## config.mk

```make
export PLATFORM = sky130hd
export DESIGN_NAME = timer_share_ctrl
export DESIGN_NICKNAME = d
export VERILOG_FILES = /design/src/rtl/timer_share_ctrl.sv
export SDC_FILE = /design/constraint.sdc
export NUM_CORES = 1
export LEC_CHECK = 0
export BUFFER_PORTS_ARGS = -buffer_cell sky130_fd_sc_hd__buf_2
export CORE_ASPECT_RATIO = 1.25
export CORE_MARGIN = 1.5
export CORE_UTILIZATION = 55
export DETAILED_ROUTE_END_ITERATION = 10
export PLACE_DENSITY = 0.79
export SYNTH_ARGS = -nofsm -noshare
export SYNTH_HDL_FRONTEND = slang
export SYNTH_SLANG_ARGS = --single-unit
```

## constraint.sdc

```tcl
create_clock -name clk -period 2.6 [get_ports clk]
set_input_delay 0.52 -clock clk [delete_from_list [all_inputs] [get_ports clk]]
set_output_delay 0.52 -clock clk [all_outputs]
set_load 0.02 [all_outputs]
```

## src/rtl/timer_share_ctrl.sv

```systemverilog
// Round-robin sharing of one serial-programmed timer among NREQ requesters:
// frames 1101+delay to the timer, waits for done (with watchdog), then strobes the winner.
module timer_share_ctrl #(
  parameter int NREQ        = 4,
  parameter int WDOG_CYCLES = 16100
) (
  input  logic              clk,
  input  logic              reset,
  input  logic [NREQ-1:0]   req,
  input  logic [4*NREQ-1:0] req_delay,
  output logic [NREQ-1:0]   done_pulse,
  output logic              timeout,
  output logic              busy,
  output logic [NREQ-1:0]   grant,
  output logic              tmr_data,
  output logic              tmr_ack,
  output logic              tmr_rst,
  input  logic              tmr_done,
  input  logic              tmr_counting
);

  localparam int PW = (NREQ > 1) ? $clog2(NREQ) : 1;
  localparam int WW = $clog2(WDOG_CYCLES + 1);
  localparam logic [NREQ-1:0] ONE = NREQ'(1);

  typedef enum logic [2:0] {IDLE, SEND, WAIT, ACK, GAP} state_t;

  state_t          state_q, state_d;
  logic [PW-1:0]   rr_ptr_q, rr_ptr_d;
  logic [NREQ-1:0] grant_q, grant_d;
  logic [NREQ-1:0] done_pulse_q, done_pulse_d;
  logic            timeout_q, timeout_d;
  logic            tmr_data_q, tmr_data_d;
  logic            tmr_ack_q, tmr_ack_d;
  logic            tmr_rst_q, tmr_rst_d;
  logic            busy_q, busy_d;

  logic [PW-1:0]   idx_q, idx_d;
  logic [7:0]      frame_q, frame_d;
  logic [2:0]      bitcnt_q, bitcnt_d;
  logic [WW-1:0]   wdog_q, wdog_d;
  logic            seen_q, seen_d;

  logic            found;
  logic [PW-1:0]   pick;
  logic [PW-1:0]   cand;
  logic            to_ack;
  logic            to_flag;
  logic [7:0]      new_frame;

  // First pending request at or after rr_ptr, wrapping at NREQ.
  always_comb begin
    found = 1'b0;
    pick  = '0;
    cand  = '0;
    for (int k = 0; k < NREQ; k++) begin
      cand = PW'((int'(rr_ptr_q) + k) % NREQ);
      if (!found && req[cand]) begin
        found = 1'b1;
        pick  = cand;
      end
    end
  end

  always_comb begin
    state_d      = state_q;
    rr_ptr_d     = rr_ptr_q;
    grant_d      = grant_q;
    done_pulse_d = '0;
    timeout_d    = 1'b0;
    tmr_data_d   = 1'b0;
    tmr_ack_d    = 1'b0;
    tmr_rst_d    = 1'b0;
    idx_d        = idx_q;
    frame_d      = frame_q;
    bitcnt_d     = bitcnt_q;
    wdog_d       = wdog_q;
    seen_d       = seen_q;
    to_ack       = 1'b0;
    to_flag      = 1'b0;
    new_frame    = {4'b1101, req_delay[4*pick +: 4]};

    case (state_q)
      IDLE: begin
        if (found) begin
          state_d    = SEND;
          idx_d      = pick;
          grant_d    = ONE << pick;
          frame_d    = new_frame;
          bitcnt_d   = 3'd0;
          tmr_data_d = new_frame[7];
        end
      end
      SEND: begin
        // tmr_data is registered one step ahead so it lines up with bitcnt_q.
        if (bitcnt_q == 3'd7) begin
          state_d = WAIT;
          wdog_d  = '0;
          seen_d  = 1'b0;
        end else begin
          bitcnt_d   = bitcnt_q + 3'd1;
          tmr_data_d = frame_q[3'd6 - bitcnt_q];
        end
      end
      WAIT: begin
        if (wdog_q != {WW{1'b1}}) wdog_d = wdog_q + 1'b1;
        seen_d = seen_q | tmr_counting;
        // done already high on entry, or counting never started: lost frame.
        if (wdog_q == '0 && tmr_done) begin
          to_ack  = 1'b1;
          to_flag = 1'b1;
        end else if (wdog_q == WW'(1) && !seen_q && !tmr_counting) begin
          to_ack  = 1'b1;
          to_flag = 1'b1;
        end else if (tmr_done) begin
          to_ack  = 1'b1;
        end else if (wdog_q >= WW'(WDOG_CYCLES - 1)) begin
          to_ack  = 1'b1;
          to_flag = 1'b1;
        end
        if (to_ack) begin
          state_d      = ACK;
          done_pulse_d = grant_q;
          timeout_d    = to_flag;
          tmr_ack_d    = !to_flag;
          tmr_rst_d    = to_flag;
        end
      end
      ACK: begin
        state_d  = GAP;
        rr_ptr_d = PW'((int'(idx_q) + 1) % NREQ);
        grant_d  = '0;
      end
      GAP: begin
        state_d = IDLE;
      end
      default: begin
        state_d = IDLE;
        grant_d = '0;
      end
    endcase

    busy_d = (state_d != IDLE);
  end

  always_ff @(posedge clk) begin
    if (reset) begin
      state_q      <= IDLE;
      rr_ptr_q     <= '0;
      grant_q      <= '0;
      done_pulse_q <= '0;
      timeout_q    <= 1'b0;
      tmr_data_q   <= 1'b0;
      tmr_ack_q    <= 1'b0;
      tmr_rst_q    <= 1'b0;
      busy_q       <= 1'b0;
    end else begin
      state_q      <= state_d;
      rr_ptr_q     <= rr_ptr_d;
      grant_q      <= grant_d;
      done_pulse_q <= done_pulse_d;
      timeout_q    <= timeout_d;
      tmr_data_q   <= tmr_data_d;
      tmr_ack_q    <= tmr_ack_d;
      tmr_rst_q    <= tmr_rst_d;
      busy_q       <= busy_d;
    end
  end

  // Job context is only meaningful while the FSM is out of IDLE, so it needs no reset.
  always_ff @(posedge clk) begin
    idx_q    <= idx_d;
    frame_q  <= frame_d;
    bitcnt_q <= bitcnt_d;
    wdog_q   <= wdog_d;
    seen_q   <= seen_d;
  end

  assign done_pulse = done_pulse_q;
  assign timeout    = timeout_q;
  assign busy       = busy_q;
  assign grant      = grant_q;
  assign tmr_data   = tmr_data_q;
  assign tmr_ack    = tmr_ack_q;
  assign tmr_rst    = tmr_rst_q;

endmodule

```

### Word-level counts from Yosys, hierarchy flattened

Index checks and enable logic that the tools add are counted.
Widths: inputs -> output; s select.

| word-level totals | value |
|---|---|
| bits of input ports | 24 |
| register bits after elaboration | 41 |
| word-level logic and storage cells | 111 |
| output and inout bits | 13 |

| cells by class | value |
|---|---|
| shifts and indexed selects | 2 |
| order comparisons | 6 |
| bitwise operators | 4 |
| reductions and logical operators | 24 |
| $add $sub $neg | 7 |
| muxes and demuxes | 44 |
| equal/unequal tests | 11 |

Operators with widths:

| operator | count |
|---|---|
| $mux 14 | 2 |
| $pmux 14 s2 | 1 |
| $mux 1 | 21 |
| $shiftx 16x5->4 | 1 |
| $mux 3 | 5 |
| $add 14x1->14 const B | 1 |
| $eq 14x1->1 const B | 1 |
| $ge 14x14->1 const B | 1 |
| $logic_not 14->1 | 1 |
| $ne 14x14->1 const B | 1 |
| $lt 2x3->1 const B | 4 |
| $pmux 3 s4 | 1 |
| $bmux 1 s2 | 4 |
| $mux 2 | 4 |
| $ne 2x2->1 const B | 4 |
| $pmux 4 s2 | 1 |
| $eq 3x2->1 const B | 2 |
| $eq 3x3->1 const B | 2 |
| $logic_and 1x1->1 | 6 |
| $logic_not 1->1 | 6 |
| $pmux 3 s2 | 1 |
| $reduce_and 2->1 | 3 |
| $reduce_and 3->1 | 2 |
| $reduce_or 3->1 | 2 |
| 15 further kinds | 21 |

### Logic depth before layout (Yosys ltp)

| logic depth | value |
|---|---|
| depth after elaboration | 15 |
| mapped depth | 7 |
| gate-level depth less buffers | 7 |

### Least setup slack after synthesis

No wires, ideal clock.

| timing | value |
|---|---|
| path kind | flip-flop to flip-flop |
| start | reg bitcnt_q[0] |
| end | reg bitcnt_q[0], enable pin |
| stages on the path, launching flop included | 4 |
| buffers on the path | 0 |
| required time | 2.212 ns |
| arrival | 1.677 ns |
| slack | 0.535 ns |
| library setup time | 0.388 ns |
| cells stage by stage | edfxtp_1 > ha_1 > ha_1 > a2111oi_0 |

| between the ends | value |
|---|---|
| cells in the longest elaborated chain, start to end | 3 |

RTL lines:

| item | line | source |
|---|---|---|
| start, declared | 40 | `logic [2:0] bitcnt_q, bitcnt_d;` |
| start signal, assigned | 174 | `bitcnt_q <= bitcnt_d;` |
| $eq 3x3->1 | 96 | `if (bitcnt_q == 3'd7) begin` |
| $ne 2x2->1 (no line) | - |  |
| $reduce_and 3->1 (no line) | - |  |

Every way passes these cells.
A chain may end at the register's enable or synchronous reset.

### Final worst setup path

Ends and elaborated chain as after synthesis.

==> impl_metrics.env <==
export IMPL_status="completed"
export IMPL_cts_tree="built"
export IMPL_hold_viol_final=0
export IMPL_dieArea_um2=4210
export IMPL_synth_seq_area_share_pct=50.4
export IMPL_avgViaCountPerCell=5.42
export IMPL_worst_pin_slew_ns=0.751
export IMPL_critPathKind="reg2reg"
export IMPL_cts_buffers_inserted=5
export IMPL_drive_gt1_share_pct=25.0
export IMPL_synth_cells=198
export IMPL_postPlaceCellArea_um2=2300
export IMPL_synth_cell_type_count=48
export IMPL_yosys_area_top_type="edfxtp_1"
export IMPL_post_cts_resized=0
export IMPL_critPathMaxFanout=4
export IMPL_syn_nets=228
export IMPL_hold_depth=1
export IMPL_initial_core_util_pct=59.0
export IMPL_ios=37
export IMPL_post_cts_buffers=0
export IMPL_end_kind="register"
export IMPL_antenna_found_initial=0
export IMPL_diodes=0
export IMPL_dpl_cell_count=267
export IMPL_die_y_um=72.2
export IMPL_grtUsageTotal_pct=19.5
export IMPL_cts_sinks=41
export IMPL_grt_pass1_wl_mm=6.09
export IMPL_synth_top_area_share_pct=34.2
export IMPL_rows=24
export IMPL_synth_seq_cells=41
export IMPL_fmax_mhz=506
export IMPL_drt_wl_total_mm=3.66
export IMPL_setup_viol=0
export IMPL_power_density_nw_per_um2=545
export IMPL_final_max_slew_viol_count=0
export IMPL_clock_latency_ns=0.30
export IMPL_hpwl_mm=2.81
export IMPL_via_count=1491
export IMPL_final_area_um2=2390
export IMPL_synth_cell_area_um2=2110
export IMPL_clock_path_buffers=2
export IMPL_crit_required_ns=2.62
export IMPL_first_global_vias=1423
export IMPL_vdd_drop_max_uv=352
export IMPL_clk_pin_slew_worst_paths_ns=0.08
export IMPL_worst_setup_path_start_kind="register"
export IMPL_nets=265
export IMPL_grt_overflow=0
export IMPL_core_area_um2=3570
export IMPL_reg2reg_depth=4
export IMPL_root_buffer="clkbuf_8"
export IMPL_tns_ns=0
export IMPL_synth_flop_cell="edfxtp_1"
export IMPL_drc=0
export IMPL_fin_cells=275
export IMPL_drt_iter0_markers=40
export IMPL_die_width_um=58.4
export IMPL_skew_ns=0.00806
export IMPL_yosys_warnings=0
export IMPL_htree_levels=2
export IMPL_first_pass_iters=4
export IMPL_period_minus_slack_ns=1.98
export IMPL_maxSlewHeadroom_pct=49.9
export IMPL_ant_nets=0
export IMPL_hold_buffers=0
export IMPL_area_growth_pct=13.6
export IMPL_hold_path_class="reg2reg"
export IMPL_async_flop_share_pct=0
export IMPL_cp_arrival_ns=2.00
export IMPL_gp_congestion=0.854
export IMPL_yosys_top_cells_area="edfxtp_1 (34%), dfxtp_1 (16%), mux2i_1 (6.2%), nor2_1 (5.2%), ha_1 (3.6%)"
export IMPL_io_buffers=36
export IMPL_routedWlPerCell_um=13.3
export IMPL_synth_edff_count=24
export IMPL_drv_cap=0
export IMPL_rsz0062_at_grt="no"
export IMPL_p_leak_nw=0.993
export IMPL_final_util_pct=67.0
export IMPL_grt_max_degree=19
export IMPL_avgSynthCellArea_um2=10.6
export IMPL_period_share_pct=76.1
## layer usage
metal / routed length, µm / track usage [%]
met5: 0 / 0
met4: 68 / 8.53
met3: 128 / 5.88
met2: 1970 / 34.5
met1: 1490 / 21.1
## kinds of logic after synthesis
group,synth area share (%)
fa+ha+maj,4.04
mux,7.24
xor+xnor,5.40
flops,50.4
buf+inv,3.86
simple gates,20.6
compound gates,8.49
## layout by cell type (no fill, tap or decap), types with 4 or more instances in the layout
master	n
a21oi_1	6
clkbuf_8	5
and2_1	7
edfxtp_1	24
nand3_1	9
nor4_1	4
dfxtp_1	17
xor2_1	7
inv_1	9
xnor2_1	6
ha_1	6
nor3_1	6
nor2_1	29
nand2_1	9
buf_2	36
mux2i_1	13
## final cells by class
type                            instances  area (µm²)
Tap cell                               39        48.8
Sequential cell                        41        1060
Clock inverter                          3        21.3
Multi-Input combinational cell        140         965
Fill cell                             281        1180
Inverter                                9        33.8
Clock buffer                            5        68.8
Timing Repair Buffer                   38         195
## where the power goes
| part | leakage, nW | total [mW] | internal, mW | switching [mW] |
|---|---|---|---|---|
| sequential | 0.346 | 0.734 | 0.715 | 0.0186 |
| clock | 0.0445 | 0.419 | 0.190 | 0.229 |
| combinational | 0.602 | 0.152 | 0.0716 | 0.0803 |
## cell usage after synthesis, types with 2 or more instances
| cell | count |
|---|---|
| a211oi_1 | 3 |
| a21o_1 | 2 |
| a21oi_1 | 6 |
| a21oi_2 | 2 |
| and2_1 | 7 |
| and3_1 | 2 |
| and3b_1 | 2 |
| buf_2 | 2 |
| buf_4 | 2 |
| clkbuf_1 | 2 |
| dfxtp_1 | 17 |
| edfxtp_1 | 24 |
| ha_1 | 6 |
| inv_1 | 9 |
| mux2i_1 | 13 |
| nand2_1 | 9 |
| nand2b_1 | 2 |
| nand3_1 | 9 |
| nand3b_1 | 2 |
| nor2_1 | 29 |
| nor3_1 | 6 |
| nor4_1 | 4 |
| o21ai_1 | 2 |
| xnor2_1 | 6 |
| xor2_1 | 7 |
## path summary, 6_finish.rpt
kind          startpoint            end  slack [ns]
min             grant[1]  done_pulse[1]        0.47
max reg2reg  bitcnt_q[0]    bitcnt_q[0]        0.62
max          bitcnt_q[0]    bitcnt_q[0]        0.62
min reg2reg     grant[1]  done_pulse[1]        0.47
## worst max-delay path, stage by stage (launching register included)
cell and delay, ns:
edfxtp_1 0.47, ha_1 0.24, ha_1 0.23, a2111oi_0 0.54, buf_4 0.22
## flip-flops by register name, summed over array words and instances, names as in the netlist
| signal | cells |
|---|---|
| wdog_q | 14 |
| done_pulse | 4 |
| frame_q | 4 |
| grant | 4 |
| bitcnt_q | 3 |
| state_q | 3 |
| idx_q | 2 |
| rr_ptr_q | 2 |
| busy | 1 |
| seen_q | 1 |
| tmr_ack | 1 |
| tmr_data | 1 |
| tmr_rst | 1 |
## metrics by stage
step	power (mW)	hold slack, ns	worst slack, ns
after global placement	0.896	0.457	0.516
after global routing	1.36	0.490	0.343
final	1.30	0.474	0.623
after floorplan	0.856	0.456	0.535
after CTS	1.32	0.477	0.586
after detailed placement	0.902	0.457	0.445
(Power assumes the default switching activity.)
